===== src/rtl/hamming_pkg.sv =====
// hamming_pkg: shared widths, FSM states and Hamming(11,7) parity positions
package hamming_pkg;
  localparam int D_W = 7;
  localparam int CW_W = 11;
  localparam int FRAME_W = 29;
  localparam logic [4:0] LAST_BIT = 5'(FRAME_W - 1);
  localparam int P1_POS = 0;
  localparam int P2_POS = 1;
  localparam int P4_POS = 3;
  localparam int P8_POS = 7;
  typedef enum logic {IDLE, SHIFT} state_t;
endpackage


===== src/rtl/hamming11_enc.sv =====
// hamming11_enc: combinational Hamming(11,7) encoder, cw[0] is position 1
module hamming11_enc
  import hamming_pkg::*;
(
  input  logic [D_W-1:0]  d,
  output logic [CW_W-1:0] cw
);
  always_comb begin
    cw = {d[6:4], 1'b0, d[3:1], 1'b0, d[0], 2'b00};
    cw[P1_POS] = d[0] ^ d[1] ^ d[3] ^ d[4] ^ d[6];
    cw[P2_POS] = d[0] ^ d[2] ^ d[3] ^ d[5] ^ d[6];
    cw[P4_POS] = d[1] ^ d[2] ^ d[3];
    cw[P8_POS] = d[4] ^ d[5] ^ d[6];
  end
endmodule


===== src/rtl/hamming_frame_tx.sv =====
// hamming_frame_tx: encodes two 7-bit halves plus column parity into a 29-bit frame, sent LSB first
module hamming_frame_tx
  import hamming_pkg::*;
#(
  parameter bit INJ_EN = 1'b1
) (
  input  logic                 clk,
  input  logic                 rst_n,
  input  logic [2*D_W-1:0]     in_data,
  input  logic [FRAME_W-1:0]   inj_mask,
  input  logic                 in_valid,
  output logic                 in_ready,
  output logic                 ser_data,
  output logic                 ser_valid,
  input  logic                 ser_ready,
  output logic                 ser_last,
  output logic [7:0]           frame_count
);
  state_t state, state_n;
  logic [FRAME_W-1:0] frame_reg, frame;
  logic [4:0] cnt;
  logic [CW_W-1:0] cw0, cw1;
  logic done;
  hamming11_enc u_enc0 (.d(in_data[D_W-1:0]), .cw(cw0));
  hamming11_enc u_enc1 (.d(in_data[2*D_W-1:D_W]), .cw(cw1));
  assign frame = {in_data[2*D_W-1:D_W] ^ in_data[D_W-1:0], cw1, cw0} ^ (INJ_EN ? inj_mask : '0);
  assign done = state == SHIFT && ser_ready && cnt == LAST_BIT;
  always_comb begin
    state_n = state;
    state_n = state == IDLE ? (in_valid ? SHIFT : IDLE) : (done ? IDLE : SHIFT);
  end
  always_ff @(posedge clk or negedge rst_n) begin
    if (!rst_n) begin
      state <= IDLE;
      frame_reg <= '0;
      cnt <= '0;
      frame_count <= '0;
    end else begin
      state <= state_n;
      if (state == IDLE && in_valid) begin
        frame_reg <= frame;
        cnt <= '0;
      end else if (state == SHIFT && ser_ready) begin
        frame_reg <= frame_reg >> 1;
        cnt <= done ? 5'd0 : cnt + 5'd1;
        if (done) frame_count <= frame_count + 8'd1;
      end
    end
  end
  assign in_ready = state == IDLE;
  assign ser_valid = state == SHIFT;
  assign ser_data = frame_reg[0];
  assign ser_last = state == SHIFT && cnt == LAST_BIT;
endmodule


===== config.mk =====
export PLATFORM = sky130hd
export DESIGN_NAME = hamming_frame_tx
export DESIGN_NICKNAME = d
export VERILOG_FILES = /design/src/rtl/hamming_pkg.sv /design/src/rtl/hamming11_enc.sv /design/src/rtl/hamming_frame_tx.sv
export SDC_FILE = /design/constraint.sdc
export NUM_CORES = 1
export LEC_CHECK = 0
export ABC_AREA = 1
export BUFFER_PORTS_ARGS = -buffer_cell sky130_fd_sc_hd__buf_2
export CORE_MARGIN = 5
export CORE_UTILIZATION = 55
export CTS_BUF_LIST = sky130_fd_sc_hd__clkbuf_4 sky130_fd_sc_hd__clkbuf_8
export DETAILED_ROUTE_END_ITERATION = 10
export PLACE_DENSITY = 0.8
export SLEW_MARGIN = 20
export SYNTH_ARGS = -nofsm -noshare
export SYNTH_HDL_FRONTEND = slang
export SYNTH_SLANG_ARGS = --single-unit

===== constraint.sdc =====
create_clock -name clk -period 2.2 [get_ports clk]
set_input_delay 0.44 -clock clk [delete_from_list [all_inputs] [get_ports clk]]
set_output_delay 0.44 -clock clk [all_outputs]
set_load 0.01 [all_outputs]

# Word-level counts from Yosys, hierarchy flattened

Index checks and enable logic that the tools add are counted.

Flip-flop bits (word level): 43
Input port bits: 47
Output and inout bits: 12
Word-level logic and storage cells: 49

Add/subtract/negate cells: 2
Eq/ne operators: 1
Multiplexer cells: 8
Bitwise operators: 28
Reduce and logical (&&, ||, !) cells: 6

Operator list:

| kind                  | number |
|---|---|
| $mux W29              | 2 |
| $xor A29 B29 Y29      | 1 |
| $xor A1 B1 Y1         | 24 |
| $mux W5               | 3 |
| $add A8 B1 Y8 const B | 1 |
| $xor A7 B7 Y7         | 1 |
| $add A5 B1 Y5 const B | 1 |
| $eq A5 B5 Y1 const B  | 1 |
| $logic_and A1 B1 Y1   | 4 |
| $mux W1               | 3 |
| $reduce_and A3 Y1     | 1 |
| $not A1 Y1            | 2 |
| $reduce_bool A2 Y1    | 1 |

# Depth between registers and ports, before layout

Gate-level depths: netlist (run 1).

Word-level depth: 6
Mapped depth: 11
Gate-level depth less buffers: 10

# By module

A second synthesis (run 1) with hierarchy kept.

Cells, all modules: 415
Area total of the unflattened synthesis: 2,994.1 um2

Modules (own cells, without submodules):

| module           | times used | cells an instance | area each (um2) | sequential area each (um2) |
|---|---|---|---|---|
| hamming_frame_tx | 1          | 347               | 2,591.2         | 1,076.0 |
| hamming11_enc    | 2          | 34                | 201.4           | 0.0 |

# Worst setup path after synthesis (run 1)

Ideal clock, no wire load.

Path kind: register to output
Start point: register cnt[0]
End point: output port ser_last
Data arrival time: 0.990 ns
Data required time: 1.760 ns
Slack: 0.770 ns
Cell stages (with the launch flop): 5
Buffers on the path: 0
Path through: dfrtp_1 > inv_1 > ha_1 > nand4_4 > nor2_1

Longest elaborated chain between the ends: 2

Ends and longest elaborated chain:

| what                     | RTL line               | source |
|---|---|---|
| start: declaration       | hamming_frame_tx.sv:21 | `logic [4:0] cnt;` |
| start signal: assignment | hamming_frame_tx.sv:45 | `cnt <= done ? 5'd0 : cnt + 5'd1;` |
| $eq A5 B5 Y1             | hamming_frame_tx.sv:53 | `assign ser_last = state == SHIFT && cnt == LAST_BIT;` |
| $logic_and A1 B1 Y1      | hamming_frame_tx.sv:53 |  |
| end: declaration         | hamming_frame_tx.sv:16 | `output logic ser_last,` |

Every way passes these cells.

# Worst setup path in the final report (run 1)

Start point: register cnt[1]
End point: output port ser_last

The elaborated chain is that of the path after synthesis.

==> results.json, run 1 <==
{
  "post-route-period-util_pct": 84.7,
  "fmax_mhz": 537,
  "drc": 0,
  "fin_util_pct": 64.8,
  "cts.htree.levels": 2,
  "post_cts_buffers": 0,
  "cp-start-kind": "flop",
  "switching_share_pct": 32.6,
  "wirelength_um": 6560,
  "fp.dieH_um": 83.7,
  "critPathSlowestCell": "dfrtp_1",
  "final_max_slew_viol_count": 0,
  "numPortBuffers": 58,
  "layout_common_cells": "nand2_1 (155), buf_2 (58), o21ai_1 (43), dfrtp_1 (43), inv_1 (40)",
  "critPathLaunch": "cnt[1]",
  "fp.dieW_um": 83.7,
  "worstMarginPinSlew_ps": 617,
  "status": "finished, final reports clean",
  "fillCellCount": 458,
  "synth_top_area_cell": "dfrtp_1",
  "switchingPower_mw": 0.737,
  "combPwrFrac_pct": 27.8,
  "dr.pass1.iters": 5,
  "synth_compound_area_share_pct": 11.1,
  "crit_path_end": "ser_last",
  "clk_path_buf_depth": 2,
  "register_area_um2": 1080,
  "r2r_start": "ser_valid",
  "worstSetupPathType": "flop to primary output",
  "synth_area_per_cell_um2": 7.16,
  "fin_nets": 511,
  "critPathCaptureType": "primary output",
  "netlist_area_um2": 2990,
  "clock_sinks": 43,
  "r2r-end": "cnt[1]",
  "finClkSkew_ps": 6.47,
  "synth.distinct_cells": 26,
  "syn2layout_area_growth_pct": 12.9,
  "grt_pass1_vias": 2534,
  "synth_area_leaders": "dfrtp_1 (36%), nand2_1 (19%), xor2_1 (7.3%)",
  "crit_fanout": 4,
  "ir_drop_mv": 0.297,
  "multi_input_area_um2": 1610,
  "power_leakage_nw": 1.85,
  "cts.repair.resized": 0,
  "drtIter0Drc": 121,
  "layout_commonest_cell": "nand2_1",
  "critPathRequiredTime_ps": 1760,
  "cts_buffers": 5,
  "synth_cells": 417,
  "drt-wirelength-per-cell_um": 12.3,
  "synth_top_area_share_pct": 36.0,
  "vias": 2685,
  "ctsHoldBuffers": 0,
  "fin_crit_ps": 1860,
  "io_pins": 59,
  "drv_cap": 0,
  "core_area_um2": 5200,
  "dpl.hpwl_um": 5070,
  "grt_max_degree": 45,
  "grt_use_total_pct": 19.6,
  "p_clk_share_pct": 25.0,
  "synth_fa_ha_area_share_pct": 1.26,
  "hold_class": "input port to async pin",
  "seq_power_share_pct": 47.3,
  "yosys.area_share.simple_pct": 27.5,
  "p_int_mw": 1.52,
  "ys_ff_latch": 43,
  "tns_ps": 0,
  "ys_seq_area_share_pct": 36.0,
  "cts-root-buf": "clkbuf_8",
  "grt_pass1_wl_um": 11400,
  "hold_viol_final": 0,
  "synth_warnings": 0,
  "cts_tree": "yes",
  "power_density_nw_per_um2": 669,
  "clkTransAtPathRegs_ps": 80,
  "synth_top_family_by_area": "simple AND/OR/NAND/NOR gates",
  "rsz0062_at_grt": "false",
  "finalWeightedCongestion": 0.818,
  "die_area_um2": 7000,
  "muxShareOfSynthArea_pct": 0,
  "antenna_found_initial": 0,
  "synthesis.nets": 467,
  "crit_chain": "inv_1 -> ha_1 -> nand4_4 -> nor2_1 -> buf_2",
  "setup_viol": 0,
  "slowest_delay_ps": 420,
  "r2r_cells": 5,
  "initial_core_util_pct": 57.4,
  "layout-drive-gt1-share_pct": 17.5,
  "antenna_cells": 0,
  "maxSlewHeadroom_pct": 58.8,
  "rrSetupSlack_ps": 520,
  "critical_path_arrival_ps": 1420,
  "routed_via_density": 5.05,
  "postRouteAntennaNets": 0,
  "fp-row-count": 26,
  "synth_xor_area_share_pct": 14.1,
  "overflow": 0,
  "largest_reg_flops": 29,
  "insertion_delay_ps": 300
}
[worst min path at each step]
| stage | endpoint |
|---|---|
| after detailed placement | frame_count[4] |
| final | frame_count[4] |
| after global routing | frame_count[4] |
| after floorplan | cnt[0] |
| after global placement | frame_count[4] |
| after CTS | frame_count[4] |
[critical path: cells and delay by family, from the launching register on]
| kind | cells | cell delay (ps) |
|---|---|---|
| adders and majority gates | 1 | 200 |
| and+or+nand+nor | 2 | 300 |
| buffers and inverters | 2 | 210 |
| DFF | 1 | 420 |
[stage by stage]
step	power [mW]	cells	hold slack [ps]	instance area (µm²)	worst slack, ps
3_5_place_dp	1.71	524	436	3270	436
2_1_floorplan	1.53	417	144	2990	770
4_1_cts	2.27	532	120	3370	332
6_report	2.26	532	103	3370	337
5_1_grt	2.41	532	139	3370	229
3_3_place_gp	1.68	524	434	3270	587
[synthesized netlist by cell type]
cell type / instances
a21oi_1: 3
nand4_4: 1
dfrtp_1: 43
nand4_1: 1
nor2_4: 1
o211ai_1: 1
o22ai_1: 5
buf_2: 21
xnor2_1: 23
ha_1: 3
buf_6: 1
o21ai_0: 11
a22oi_1: 1
inv_2: 3
nor2_8: 2
nor2_2: 2
inv_4: 1
inv_1: 40
nor2_1: 7
o21ai_1: 43
buf_4: 2
nand3_1: 19
nand2_1: 155
nand2_4: 2
xor2_1: 25
nor3_1: 1
[power groups by stage]
stage          sequential, mW  combinational, mW  clock [mW]
2_1_floorplan            1.07              0.463           0
3_3_place_gp             1.07              0.602           0
3_5_place_dp             1.08              0.628           0
4_1_cts                  1.07              0.631       0.567
5_1_grt                  1.09              0.721       0.604
6_report                 1.07              0.627       0.563
[layer usage]
layer / up-vias / global-route usage, % / part of all wire [%]
li1: 1387 / - / -
met1: 1206 / 26.5 / 46
met2: 82 / 31.2 / 46
met3: 10 / 3.95 / 6.3
met4: 0 / 7.02 / 1.5
met5: - / 0 / 0
[final cells by class]
| cell class | instances | area share [%] |
|---|---|---|
| sequential | 43 | 31.9 |
| inverter | 44 | 4.97 |
| clock buffer | 8 | 3.08 |
| multi-input combinational | 306 | 47.8 |
| timing repair buffer | 61 | 9.65 |
| tap | 70 | 2.60 |
[cells by family after synthesis]
group | count (synthesis)
adders and majority gates | 3
buffers and inverters | 68
xor gates and xnor gates | 48
AOI/OAI and AO/OA | 64
and+or+nand+nor | 191
DFF | 43
Power figures use the tool's default switching activity.
==> run 2: changes to the inputs <==
==> constraint.sdc (replaced) <==
create_clock -name clk -period 1.9 [get_ports clk]
set_input_delay 0.38 -clock clk [delete_from_list [all_inputs] [get_ports clk]]
set_output_delay 0.38 -clock clk [all_outputs]
set_load 0.01 [all_outputs]
==> results.json, run 2 (synthesis results as in run 1) <==
{
  "cts_buffers": 5,
  "antenna_found_initial": 0,
  "layout_common_cells": "nand2_1 (155), buf_2 (58), o21ai_1 (43), dfrtp_1 (43), inv_1 (40)",
  "r2r_cells": 7,
  "drc": 0,
  "setup_viol": 0,
  "grt_pass1_vias": 2559,
  "finClkSkew_ps": 17.7,
  "hold_class": "input port to flop",
  "clk_path_buf_depth": 2,
  "power_leakage_nw": 1.85,
  "finalWeightedCongestion": 0.793,
  "critPathSlowestCell": "dfrtp_1",
  "io_pins": 59,
  "cts_tree": "yes",
  "crit_chain": "inv_1 -> ha_1 -> nand4_4 -> nor2_1 -> buf_2",
  "rsz0062_at_grt": "false",
  "numPortBuffers": 58,
  "cts.htree.levels": 2,
  "largest_reg_flops": 29,
  "clock_sinks": 43,
  "drt-wirelength-per-cell_um": 12.5,
  "ir_drop_mv": 0.346,
  "crit_fanout": 4,
  "grt_pass1_wl_um": 11500,
  "grt_max_degree": 47,
  "maxSlewHeadroom_pct": 80.1,
  "critPathCaptureType": "primary output",
  "syn2layout_area_growth_pct": 13.5,
  "cts-root-buf": "clkbuf_8",
  "wirelength_um": 6680,
  "r2r_start": "cnt[0]",
  "r2r-end": "frame_count[5]",
  "clkTransAtPathRegs_ps": 100,
  "fmax_mhz": 561,
  "core_area_um2": 5200,
  "slowest_delay_ps": 420,
  "overflow": 0,
  "drv_cap": 0,
  "fin_crit_ps": 1780,
  "critical_path_arrival_ps": 1400,
  "hold_viol_final": 0,
  "crit_path_end": "ser_last",
  "fp-row-count": 26,
  "final_max_slew_viol_count": 0,
  "layout_commonest_cell": "nand2_1",
  "routed_via_density": 5.07,
  "antenna_cells": 0,
  "worstSetupPathType": "flop to primary output",
  "die_area_um2": 7000,
  "dr.pass1.iters": 4,
  "min_path_cells": 3,
  "vias": 2720,
  "fp.dieW_um": 83.7,
  "insertion_delay_ps": 310,
  "post-route-period-util_pct": 93.8,
  "dpl.hpwl_um": 5020,
  "power_density_nw_per_um2": 753,
  "cp-start-kind": "flop",
  "postRouteAntennaNets": 0,
  "grt_use_total_pct": 19.9,
  "holdWs_ps": 372,
  "critPathLaunch": "cnt[0]",
  "layout-drive-gt1-share_pct": 18.0,
  "rrSetupSlack_ps": 460,
  "initial_core_util_pct": 57.4,
  "tns_ps": 0,
  "fin_nets": 515,
  "critPathRequiredTime_ps": 1520,
  "drtIter0Drc": 148,
  "fp.dieH_um": 83.7,
  "worstMarginPinSlew_ps": 298,
  "status": "finished, final reports clean"
}
## run 2: layer usage
layer	GRT usage, %	wire length, µm
met1	27.2	3060
met2	32.9	3140
met3	3.55	403
met4	4.53	76
met5	0	0
## run 2: area by class of cell
class	count	area, µm²
clock buffers	5	68.8
clock inverters	3	20.0
fillers	483	1820
inverters	44	168
multi-input cells	306	1610
flip-flops and latches	43	1080
well taps	70	87.6
repair buffers	65	358
## run 2: metrics by stage
step	power, mW	instances	instance area, µm²	setup WS (ps)	utilization [%]
3_3_place_gp	1.94	526	3280	472	63.1
6_report	2.55	536	3390	118	65.1
4_1_cts	2.56	535	3380	99.6	65.0
5_1_grt	2.74	536	3390	8.03	65.1
3_5_place_dp	1.97	526	3280	443	63.1
2_1_floorplan	1.77	417	2990	530	-
## run 2: worst min path at each step
stage | start | to | slack [ps]
2_1_floorplan | rst_n | cnt[0] | 80
3_3_place_gp | rst_n | frame_count[5] | 280
3_5_place_dp | rst_n | frame_count[5] | 280
4_1_cts | inj_mask[28] | frame_reg[28] | 370
5_1_grt | inj_mask[28] | frame_reg[28] | 410
6_report | inj_mask[28] | frame_reg[28] | 370
## run 2: power breakdown
group | leakage [nW] | internal (mW) | switching, mW
Sequential | 0.548 | 1.11 | 0.122
Clock | 0.0402 | 0.256 | 0.332
Combinational | 1.26 | 0.316 | 0.418
## run 2: critical path, delay by kind of cell (launching register included)
kind / cells / cell delay (ps)
adders and majority gates: 1 / 180
and+or+nand+nor: 2 / 280
DFF: 1 / 420
buffers and inverters: 2 / 210
## run 2: repair_timing
item | 4_1_cts | 5_1_grt
resized for setup | 0 | 0
setup buffers | 0 | 1
endpoints found under the setup margin | 0 | 1
hold buffers | 1 | 0
endpoints found under the hold margin | 11 | 0
==> run 3: changes to the inputs <==
--- a/config.mk
+++ b/config.mk
@@ -15,4 +15,5 @@
 export SLEW_MARGIN = 20
 export SYNTH_ARGS = -nofsm -noshare
 export SYNTH_HDL_FRONTEND = slang
+export SYNTH_HIERARCHICAL = 1
 export SYNTH_SLANG_ARGS = --single-unit
==> results.json, run 3 <==
{
  "clk_path_buf_depth": 2,
  "worstMarginPinSlew_ps": 553,
  "final_max_slew_viol_count": 0,
  "finalPower_mw": 2.76,
  "cts-root-buf": "clkbuf_8",
  "critPathCaptureType": "primary output",
  "dp_slack_ps": 341,
  "antenna_cells": 0,
  "ys_ff_latch": 43,
  "grt_pass1_vias": 2538,
  "rsz0062_at_grt": "false",
  "routed_via_density": 5.04,
  "netlist_area_um2": 2990,
  "layout_setup_ws_ps": 130,
  "fin_nets": 508,
  "final_area_um2": 3330,
  "die_area_um2": 7020,
  "finClkSkew_ps": 4.13,
  "overflow": 0,
  "cp-start-kind": "flop",
  "hold_class": "input port to async pin",
  "clock_sinks": 43,
  "layout_commonest_cell": "nand2_1",
  "synth.distinct_cells": 21,
  "grt_pass1_wl_um": 11500,
  "synth_edf_count": 0,
  "setup_viol": 0,
  "power_leakage_nw": 1.80,
  "cts.htree.levels": 2,
  "dpl.hpwl_um": 4860,
  "largest_reg_flops": 29,
  "tns_ps": 0,
  "synth_commonest_cells": "nand2_1 (120), inv_1 (60), o21ai_1 (49)",
  "worstSetupPathType": "flop to primary output",
  "hold_viol_final": 0,
  "fp.dieW_um": 83.8,
  "synthesis.nets": 465,
  "cts_buffers": 5,
  "finalWeightedCongestion": 0.831,
  "synth_top_area_share_pct": 35.9,
  "io_pins": 59,
  "dr.pass1.iters": 4,
  "ir_drop_mv": 0.341,
  "syn2layout_area_growth_pct": 11.2,
  "cts_tree": "yes",
  "vias": 2666,
  "numPortBuffers": 58,
  "insertion_delay_ps": 300,
  "drv_cap": 0,
  "power_density_nw_per_um2": 829,
  "critPathRequiredTime_ps": 1520,
  "fin_crit_ps": 1770,
  "antenna_found_initial": 0,
  "post-route-period-util_pct": 93.2,
  "place_area_um2": 3180,
  "status": "finished, final reports clean",
  "drtIter0Drc": 179,
  "clkTransAtPathRegs_ps": 80,
  "initial_core_util_pct": 57.5,
  "synth_warnings": 6,
  "layout-drive-gt1-share_pct": 18.1,
  "grt_max_degree": 51,
  "synth_area_per_cell_um2": 7.21,
  "drt-wirelength-per-cell_um": 12.6,
  "critical_path_arrival_ps": 1390,
  "async_flop_share_pct": 100,
  "maxSlewHeadroom_pct": 63.1,
  "critPathSlowestCell": "dfrtp_1",
  "ctsHoldBuffers": 0,
  "drc": 0,
  "core_area_um2": 5200,
  "fp.dieH_um": 83.8,
  "crit_chain": "inv_2 -> ha_4 -> nand2_2 -> nor2_4 -> inv_1 -> nor2_1 -> buf_2",
  "fp-row-count": 26,
  "ys.flop_type": "dfrtp_1",
  "synth_top_area_cell": "dfrtp_1",
  "slowest_delay_ps": 420,
  "synth_most_common_cell": "nand2_1",
  "fmax_mhz": 565,
  "synth_area_leaders": "dfrtp_1 (36%), nand2_1 (15%), xor2_1 (9.7%)",
  "postRouteAntennaNets": 0,
  "ys_seq_area_share_pct": 35.9,
  "layout_common_cells": "nand2_1 (119), inv_1 (58), buf_2 (58)",
  "synth_cells": 415,
  "wirelength_um": 6670,
  "crit_fanout": 3,
  "grt_use_total_pct": 19.8
}
## run 3: changes by cell type after synthesis, moves of 5 or more
cell | previous run | this run
xnor2_1 | 23 | 11
o21ai_0 | 11 | 23
nand3_1 | 19 | 30
nand2_1 | 155 | 120
buf_2 | 21 | 1
buf_4 | 2 | 15
xor2_1 | 25 | 33
buf_6 | 1 | 7
inv_1 | 40 | 60
o22ai_1 | 5 | 0
o21ai_1 | 43 | 49
## run 3: layout make-up
cell class                      instances  area (µm²)
Clock buffer                            6        82.6
Clock inverter                          2        35.0
Fill cell                             486        1880
Inverter                               63         241
Multi-Input combinational cell        284        1490
Sequential cell                        43        1080
Tap cell                               70        87.6
Timing Repair Buffer                   61         313
## run 3: path summary, 6_finish.rpt
kind / from / depth (start not counted) / slack, ps / endpoint
max: cnt[0] / 7 / 130 / ser_last
min: rst_n / 2 / 150 / frame_reg[17]
max reg2reg: cnt[0] / 10 / 310 / frame_count[3]
min reg2reg: frame_reg[22] / 2 / 490 / frame_reg[22]
max in group asynchronous: rst_n / 2 / 1370 / cnt[4]
min in group clk: inj_mask[28] / 4 / 360 / frame_reg[28]
## run 3: power by group
part / internal, mW / switching [mW] / leakage [nW]
Combinational: 0.323 / 0.457 / 1.16
Clock: 0.425 / 0.314 / 0.0612
Sequential: 1.13 / 0.113 / 0.578
## run 3: layer usage
metal,vias up,GRT usage [%],share of wire (%)
met3,7,4.34,6.8
li1,1358,-,-
met1,1232,27.5,45
met2,69,31.4,47
met4,0,4.97,1.2
met5,-,0,0
## run 3: cells by family after synthesis
| logic type | Yosys count | synth area share, % |
|---|---|---|
| buf+inv | 88 | 14.9 |
| flops | 43 | 35.9 |
| fa+ha+maj | 3 | 1.25 |
| simple gates | 164 | 22.9 |
| compound gates | 73 | 12.2 |
| xor+xnor | 44 | 12.9 |
## run 3: worst max-delay path: cells and delay by family (launching register included)
| kind | cells | cell delay [ps] |
|---|---|---|
| fa+ha+maj | 1 | 130 |
| simple gates | 3 | 270 |
| buf+inv | 3 | 280 |
| flops | 1 | 420 |
## run 3: metrics by stage
| step | cells | util (%) | hold slack [ps] |
|---|---|---|---|
| floorplan | 415 | - | 84.4 |
| global placement | 520 | 61.2 | 466 |
| detailed placement | 520 | 61.2 | 466 |
| CTS | 528 | 63.4 | 169 |
| global route | 529 | 63.9 | 208 |
| finish | 529 | 63.9 | 149 |
## run 3: what timing repair did
| action | CTS | global route |
|---|---|---|
| gates resized for setup | 0 | 6 |
| setup endpoints to repair | 0 | 1 |
| buffers inserted | 0 | 1 |
